$ cat config.mk
export PLATFORM = sky130hd
export DESIGN_NAME = bit_stuff_encoder_flat
export DESIGN_NICKNAME = d
export VERILOG_FILES = /design/src/rtl/bit_stuff_encoder_if.sv /design/src/rtl/bit_stuff_encoder.sv /design/src/flat_wrapper.sv
export SDC_FILE = /design/constraint.sdc
export NUM_CORES = 1
export LEC_CHECK = 0
export CAP_MARGIN = 40
export CORE_MARGIN = 4
export CORE_UTILIZATION = 31
export DETAILED_ROUTE_END_ITERATION = 6
export DONT_BUFFER_PORTS = 1
export HOLD_SLACK_MARGIN = 0.03
export PLACE_DENSITY = 0.5
export SYNTH_ARGS = -nofsm -noshare
export SYNTH_HDL_FRONTEND = slang
export SYNTH_SLANG_ARGS = --single-unit
export TNS_END_PERCENT = 1
$ cat constraint.sdc
create_clock -name clock -period 5.1 [get_ports clock]
set_input_delay 1.02 -clock clock [delete_from_list [all_inputs] [get_ports clock]]
set_output_delay 1.02 -clock clock [all_outputs]
set_load 0.01 [all_outputs]
$ cat src/rtl/bit_stuff_encoder_if.sv
`default_nettype none
// ----------------------------------------------------------------------------
// bit_stuff_encoder_if : upstream/downstream bit-stream handshake (rev 1.0)
// ----------------------------------------------------------------------------
interface bit_stuff_encoder_if;
  logic in_valid;
  logic in_bit;
  logic in_last;
  logic in_ready;
  logic out_valid;
  logic out_bit;
  logic out_last;
  logic out_stuffed;
  logic out_ready;

  // master: the traffic source/sink around the encoder; slave: the encoder
  modport master (
    output in_valid, in_bit, in_last, out_ready,
    input  in_ready, out_valid, out_bit, out_last, out_stuffed
  );

  modport slave (
    input  in_valid, in_bit, in_last, out_ready,
    output in_ready, out_valid, out_bit, out_last, out_stuffed
  );
endinterface
`default_nettype wire

$ cat src/rtl/bit_stuff_encoder.sv
`default_nettype none
// ----------------------------------------------------------------------------
// bit_stuff_encoder : streaming bit stuffer with optional NRZI stage (rev 1.0)
// ----------------------------------------------------------------------------
module bit_stuff_encoder #(
  parameter int unsigned RUN_LEN   = 6,
  parameter int unsigned SKIP_BITS = 8,
  parameter bit          NRZI_EN   = 1'b1
) (
  input wire                 clock,
  input wire                 reset,
  bit_stuff_encoder_if.slave bus
);

  localparam int c_ones_w = $clog2(RUN_LEN + 1);
  localparam int c_bit_w  = (SKIP_BITS > 0) ? $clog2(SKIP_BITS + 1) : 1;
  localparam logic [c_ones_w-1:0] c_run      = c_ones_w'(RUN_LEN);
  localparam logic [c_ones_w-1:0] c_ones_one = c_ones_w'(1);
  localparam logic [c_bit_w-1:0]  c_skip     = c_bit_w'(SKIP_BITS);
  localparam logic [c_bit_w-1:0]  c_bit_one  = c_bit_w'(1);

  typedef enum logic [1:0] {
    ST_IDLE  = 2'd0,
    ST_SKIP  = 2'd1,
    ST_COUNT = 2'd2,
    ST_STUFF = 2'd3
  } state_e;

  state_e                state_q, state_d;
  logic [c_ones_w-1:0]   ones_cnt_q, ones_cnt_d;
  logic [c_bit_w-1:0]    bit_cnt_q, bit_cnt_d;
  logic                  stuff_pend_q, stuff_pend_d;
  logic                  pend_last_q, pend_last_d;
  logic                  level_q, level_d;
  logic                  out_valid_q, out_valid_d;
  logic                  out_bit_q, out_bit_d;
  logic                  out_last_q, out_last_d;
  logic                  out_stuffed_q, out_stuffed_d;

  logic                  w_adv;
  logic                  w_accept;
  logic                  w_load;
  logic                  w_data;
  logic                  w_last;
  logic                  w_stuffed;
  logic                  w_lvl_n;
  logic [c_ones_w-1:0]   w_ones_inc;
  logic [c_bit_w-1:0]    w_bit_inc;

  assign w_adv        = ~out_valid_q | bus.out_ready;
  assign bus.in_ready = w_adv & ~stuff_pend_q;
  assign w_accept     = bus.in_valid & bus.in_ready;
  assign w_ones_inc   = ones_cnt_q + c_ones_one;
  assign w_bit_inc    = bit_cnt_q + c_bit_one;

  always_comb begin
    state_d       = state_q;
    ones_cnt_d    = ones_cnt_q;
    bit_cnt_d     = bit_cnt_q;
    stuff_pend_d  = stuff_pend_q;
    pend_last_d   = pend_last_q;
    level_d       = level_q;
    out_valid_d   = out_valid_q;
    out_bit_d     = out_bit_q;
    out_last_d    = out_last_q;
    out_stuffed_d = out_stuffed_q;
    w_load        = 1'b0;
    w_data        = 1'b0;
    w_last        = 1'b0;
    w_stuffed     = 1'b0;
    w_lvl_n       = level_q;

    if (w_adv) begin
      out_valid_d = 1'b0;
    end

    case (state_q)
      ST_STUFF: begin
        if (w_adv) begin
          w_load       = 1'b1;
          w_stuffed    = 1'b1;
          w_last       = pend_last_q;
          ones_cnt_d   = '0;
          stuff_pend_d = 1'b0;
          state_d      = ST_COUNT;
        end
      end
      default: begin
        if (w_accept) begin
          w_load = 1'b1;
          w_data = bus.in_bit;
          w_last = bus.in_last;
          // bit_cnt only reaches c_skip once the header is done, so this
          // also handles IDLE with SKIP_BITS of 0 or 1
          if (bit_cnt_q != c_skip) begin
            bit_cnt_d  = w_bit_inc;
            ones_cnt_d = '0;
            state_d    = (w_bit_inc == c_skip) ? ST_COUNT : ST_SKIP;
          end else begin
            ones_cnt_d = bus.in_bit ? w_ones_inc : '0;
            state_d    = ST_COUNT;
            if (bus.in_bit && (w_ones_inc == c_run)) begin
              stuff_pend_d = 1'b1;
              pend_last_d  = bus.in_last;
              w_last       = 1'b0;
              state_d      = ST_STUFF;
            end
          end
        end
      end
    endcase

    if (w_load) begin
      w_lvl_n       = w_data ? level_q : ~level_q;
      out_valid_d   = 1'b1;
      out_bit_d     = NRZI_EN ? w_lvl_n : w_data;
      out_last_d    = w_last;
      out_stuffed_d = w_stuffed;
      level_d       = w_lvl_n;
      // end of packet: line parks at idle J and no run carries over
      if (w_last) begin
        level_d    = 1'b1;
        ones_cnt_d = '0;
        bit_cnt_d  = '0;
        state_d    = ST_IDLE;
      end
    end
  end

  always_ff @(posedge clock) begin
    if (reset) begin
      state_q       <= ST_IDLE;
      ones_cnt_q    <= '0;
      bit_cnt_q     <= '0;
      stuff_pend_q  <= 1'b0;
      pend_last_q   <= 1'b0;
      level_q       <= 1'b1;
      out_valid_q   <= 1'b0;
      out_bit_q     <= 1'b1;
      out_last_q    <= 1'b0;
      out_stuffed_q <= 1'b0;
    end else begin
      state_q       <= state_d;
      ones_cnt_q    <= ones_cnt_d;
      bit_cnt_q     <= bit_cnt_d;
      stuff_pend_q  <= stuff_pend_d;
      pend_last_q   <= pend_last_d;
      level_q       <= level_d;
      out_valid_q   <= out_valid_d;
      out_bit_q     <= out_bit_d;
      out_last_q    <= out_last_d;
      out_stuffed_q <= out_stuffed_d;
    end
  end

  assign bus.out_valid   = out_valid_q;
  assign bus.out_bit     = out_bit_q;
  assign bus.out_last    = out_last_q;
  assign bus.out_stuffed = out_stuffed_q;

endmodule
`default_nettype wire

$ cat src/flat_wrapper.sv
// flat-port wrapper written by rule: the top's interface ports become plain ports
module bit_stuff_encoder_flat 
#(
  parameter int unsigned RUN_LEN   = 6,
  parameter int unsigned SKIP_BITS = 8,
  parameter bit          NRZI_EN   = 1'b1
)
  (clock, reset, bus_in_valid, bus_in_bit, bus_in_last, bus_out_ready, bus_in_ready, bus_out_valid, bus_out_bit, bus_out_last, bus_out_stuffed);
  bit_stuff_encoder_if bus_i ();
  input wire clock;
  input wire reset;
  input wire logic [$bits(bus_i.in_valid)-1:0] bus_in_valid;
  input wire logic [$bits(bus_i.in_bit)-1:0] bus_in_bit;
  input wire logic [$bits(bus_i.in_last)-1:0] bus_in_last;
  input wire logic [$bits(bus_i.out_ready)-1:0] bus_out_ready;
  output wire logic [$bits(bus_i.in_ready)-1:0] bus_in_ready;
  output wire logic [$bits(bus_i.out_valid)-1:0] bus_out_valid;
  output wire logic [$bits(bus_i.out_bit)-1:0] bus_out_bit;
  output wire logic [$bits(bus_i.out_last)-1:0] bus_out_last;
  output wire logic [$bits(bus_i.out_stuffed)-1:0] bus_out_stuffed;
  assign bus_i.in_valid = bus_in_valid;
  assign bus_i.in_bit = bus_in_bit;
  assign bus_i.in_last = bus_in_last;
  assign bus_i.out_ready = bus_out_ready;
  assign bus_in_ready = bus_i.in_ready;
  assign bus_out_valid = bus_i.out_valid;
  assign bus_out_bit = bus_i.out_bit;
  assign bus_out_last = bus_i.out_last;
  assign bus_out_stuffed = bus_i.out_stuffed;
  bit_stuff_encoder #(.RUN_LEN(RUN_LEN), .SKIP_BITS(SKIP_BITS), .NRZI_EN(NRZI_EN)) u_core (.clock(clock), .reset(reset), .bus(bus_i));
endmodule
# Yosys cells after proc, flatten, opt, wreduce, memory -nomap -nowiden

Index checks and enable logic that the tools add are counted.

Register bits after elaboration: 16

Add/subtract/negate cells: 2
Equal/unequal tests: 6
Muxes and demuxes: 39
Bitwise gates (word level): 8
Reductions and logical operators: 6

Operators by type and width:

| operator                                       | count |
|---|---|
| two-way mux 3 bit                              | 7 |
| two-way mux 1 bit                              | 20 |
| two-way mux 4 bit                              | 5 |
| two-way mux 2 bit                              | 7 |
| AND reduction 4 bit                            | 2 |
| nonzero test 2 bit                             | 3 |
| inverter 1 bit                                 | 5 |
| adder 4 x 1 -> 4 bit (second input constant)   | 1 |
| == test 4 bit (second input constant)          | 1 |
| != test 4 bit (second input constant)          | 1 |
| adder 3 x 1 -> 3 bit (second input constant)   | 1 |
| == test 3 bit (second input constant)          | 1 |
| bitwise AND 1 bit                              | 2 |
| == test 2 bit (second input constant)          | 1 |
| != test 2 x 1 -> 1 bit (second input constant) | 1 |
| != test 2 bit (second input constant)          | 1 |
| logical AND 1 bit                              | 1 |
| bitwise OR 1 bit                               | 1 |

# Depth between registers and ports, before layout

Word-level depth: 9
Gate-level depth with buffers: 7
Mapped depth without buffers: 6

# Least setup slack after synthesis

OpenSTA, ideal clock, no wires.

Path type: in2out
Start point: input bus_out_ready
End point: output bus_in_ready
Arrival: 1351 ps
Required time: 4080 ps
Path slack: 2729 ps
Stages: 3
Path buffers: 1
Cells stage by stage: nor2b_1 > buf_2 > nor2_1

Word-level cells in the longest chain between the ends: 2

Ends and longest elaborated chain:

| what              | RTL line                | RTL |
|---|---|---|
| from (decl)       | flat_wrapper.sv:15      | `input wire logic [$bits(bus_i.out_ready)-1:0] bus_out_ready;` |
| bitwise OR 1 bit  | bit_stuff_encoder.sv:50 | `assign w_adv = ~out_valid_q \| bus.out_ready;` |
| bitwise AND 1 bit | bit_stuff_encoder.sv:51 | `assign bus.in_ready = w_adv & ~stuff_pend_q;` |
| to (decl)         | flat_wrapper.sv:16      | `output wire logic [$bits(bus_i.in_ready)-1:0] bus_in_ready;` |

No other way between the ends.

# Final worst setup path

Same ends and word-level chain as after synthesis.

==> flow_summary.ini <==
[outcome]
status = finished clean

[finish]
fin_nets = 111
multi_input_area_um2 = 488
seq_area_um2 = 320
area.growth.synth_to_final_pct = 6.38
nFillCells = 269
fin_util_pct = 35.3
drive_above_1_share_pct = 6.00
n_antenna_cell = 0
post_layout_nonfiller_instances = 130

[die]
die-area_um2 = 3620
core_um2 = 2540
die_y_um = 60.2
rows = 18
start_util_pct = 33.1
die_x_um = 60.2
ios = 11

[worst_setup_path]
cp-end-kind = primary output
max_stage_delay_ns = 0.35
cp_slowest_cell = nor2b_1
crit_buf_inv = 0
crit_required_ns = 4.08
cp-start-kind = input pin
worstPathMaxFanout = 7
crit_chain = nor2b_1, nor2_1
cp.arrival_ns = 1.53
worstSetupPathType = input pin to primary output
crit_family = simple AND/OR/NAND/NOR gates

[clock_network]
cts_sinks = 16
cts_hold_buf = 0
clkTransAtPathRegs_ns = 0.10
clock_path_buffers = 2
numCtsBuffers = 3
post_cts_resized = 0
cts_tree = yes
post_cts.repair.setup_buffers = 0
htree_num_levels = 1
clock_latency_ns = 0.29
ctsRootBufferMaster = clkbuf_4

[pwr]
p_leak_uw = 0.000325
internal_power_uw = 181
swShare_pct = 24.8
p_sw_uw = 59.8
pwr-share-comb_pct = 8.8
ir_drop_mv = 0.167
seq_power_share_pct = 55.7
p_per_area_nw_per_um2 = 269
clockPowerShare_pct = 35.5

[routing]
first_iter_violations = 23
drc_errors = 0
drt_first_pass_iters = 4
via_per_inst = 5.32
wl_mm = 1.85
routedWlPerCell_um = 14.2
vias = 691
route.antenna.remaining_nets = 0

[timing]
rsz0062_at_grt = no
hold_viol = 0
fin_crit_sh_pct = 49.9
finalSetupTns_ns = 0
slew-limit-headroom_pct = 63.1
fmax_mhz = 393
clock_skew_ns = 0.00244
setup_violations = 0
period_needed_ns = 2.55
slew_viol_final = 0
worst_pin_slew_ns = 0.549

[synthesis]
netlist_instances = 99
syn-mean-instance-area_um2 = 8.52
ys_seq_area_share_pct = 38.0
synth_edf_count = 0
yosysTopAreaCellShare_pct = 38.0
synth-main-ff-cell = dfxtp_1
syn_nets = 109
syn_area_um2 = 843
synth_cell_types = 35
ys_ff_latch = 16
async_flop_share_pct = 0
synth_most_common_cell = dfxtp_1
netlist_top_cells_area = dfxtp_1 38%, ha_1 5.9%, nand2_1 4.9%
ys_warn_count = 0
synthTopCellsByCount = 16 x dfxtp_1, 11 x nand2_1, 9 x nor2_1, 6 x a21oi_1
synth_top_area_cell = dfxtp_1

[global_route]
track_usage_pct = 11.7
antenna_found_initial = 0
grt_pass1_vias = 665
grt_pass1_wl_mm = 3.07
grt-ovfl-total = 0
grt_max_degree = 10

[placement]
io_buffers = 0
place_inst = 126
hpwl_mm = 1.39
gp_congestion = 0.773

[worst_hold_path]
hp-class = flip-flop to flip-flop

[job]
max-cap-violations = 0
==> logic make-up after synthesis <==
logic type	count (synthesis)	synth area share, %
muxes	1	1.19
adders and majority gates	4	5.93
xor gates and xnor gates	5	5.19
and+or+nand+nor	44	28.5
AOI/OAI and AO/OA	22	17.1
DFF	16	38.0
buffers and inverters	7	4.15
==> power groups by stage <==
stage,clock network [uW],logic (uW),registers [uW]
6_report,85.5,21.3,134
5_1_grt,94.9,24.5,135
4_1_cts,89.2,21.4,134
3_5_place_dp,0,21.1,137
3_3_place_gp,0,20.9,137
2_1_floorplan,0,17.7,136
==> layout make-up <==
type | instances | share of cell area [%]
tap | 30 | 4.18
clock buffer | 4 | 4.04
inverter | 4 | 1.67
sequential | 16 | 35.7
multi-input combinational | 76 | 54.4
==> stage by stage <==
| step | hold slack, ns | setup slack [ns] | cell area, um2 | total power [uW] |
|---|---|---|---|---|
| global route | 0.526 | 2.48 | 897 | 254 |
| floorplan | 0.445 | 2.73 | 843 | 154 |
| detailed placement | 0.466 | 2.46 | 861 | 158 |
| global placement | 0.467 | 2.54 | 861 | 158 |
| finish | 0.484 | 2.55 | 897 | 241 |
| CTS | 0.488 | 2.55 | 897 | 245 |
==> sequential cells by signal, summed over array words and instances, names as in the netlist <==
register / flops
u_core.level_q: 1
u_core.pend_last_q: 1
u_core.state_q: 2
u_core.ones_cnt_q: 3
u_core.bus.out_valid: 1
u_core.bus.out_last: 1
u_core.bit_cnt_q: 4
u_core.bus.out_stuffed: 1
u_core.bus.out_bit: 1
u_core.stuff_pend_q: 1
==> path summary, 6_finish.rpt <==
path | from | end | slack, ns | cells past startpoint
worst max-delay path | bus_out_ready | bus_in_ready | 2.55 | 2
worst min-delay path | u_core.pend_last_q$_SDFFE_PP0P_ | u_core.pend_last_q$_SDFFE_PP0P_ | 0.48 | 2
worst max register to register | u_core.bit_cnt_q[0]$_SDFF_PP0_ | u_core.level_q$_SDFFE_PP1N_ | 3.04 | 6
worst min register to register | u_core.pend_last_q$_SDFFE_PP0P_ | u_core.pend_last_q$_SDFFE_PP0P_ | 0.48 | 2
==> tightest hold or removal path, cell delays in order, from the launching register on <==
cell,delay [ns]
dfxtp_1,0.33
nand2b_1,0.06
mux2i_1,0.06
==> per-layer routing <==
metal	up-vias	global-route usage (%)	wire (um)
met4	0	3.80	21
met3	4	4.54	74
li1	357	-	-
met5	-	0	0
met2	10	17.1	812
met1	320	15.6	939
==> placed cells by master (no fill, tap or decap), drive strengths merged, types with 6 or more instances in the layout <==
cell   Yosys  final
dfxtp     16     16
nand2     11     11
nor2       9      9
a21oi      6      6
Power figures use the tool's default switching activity.
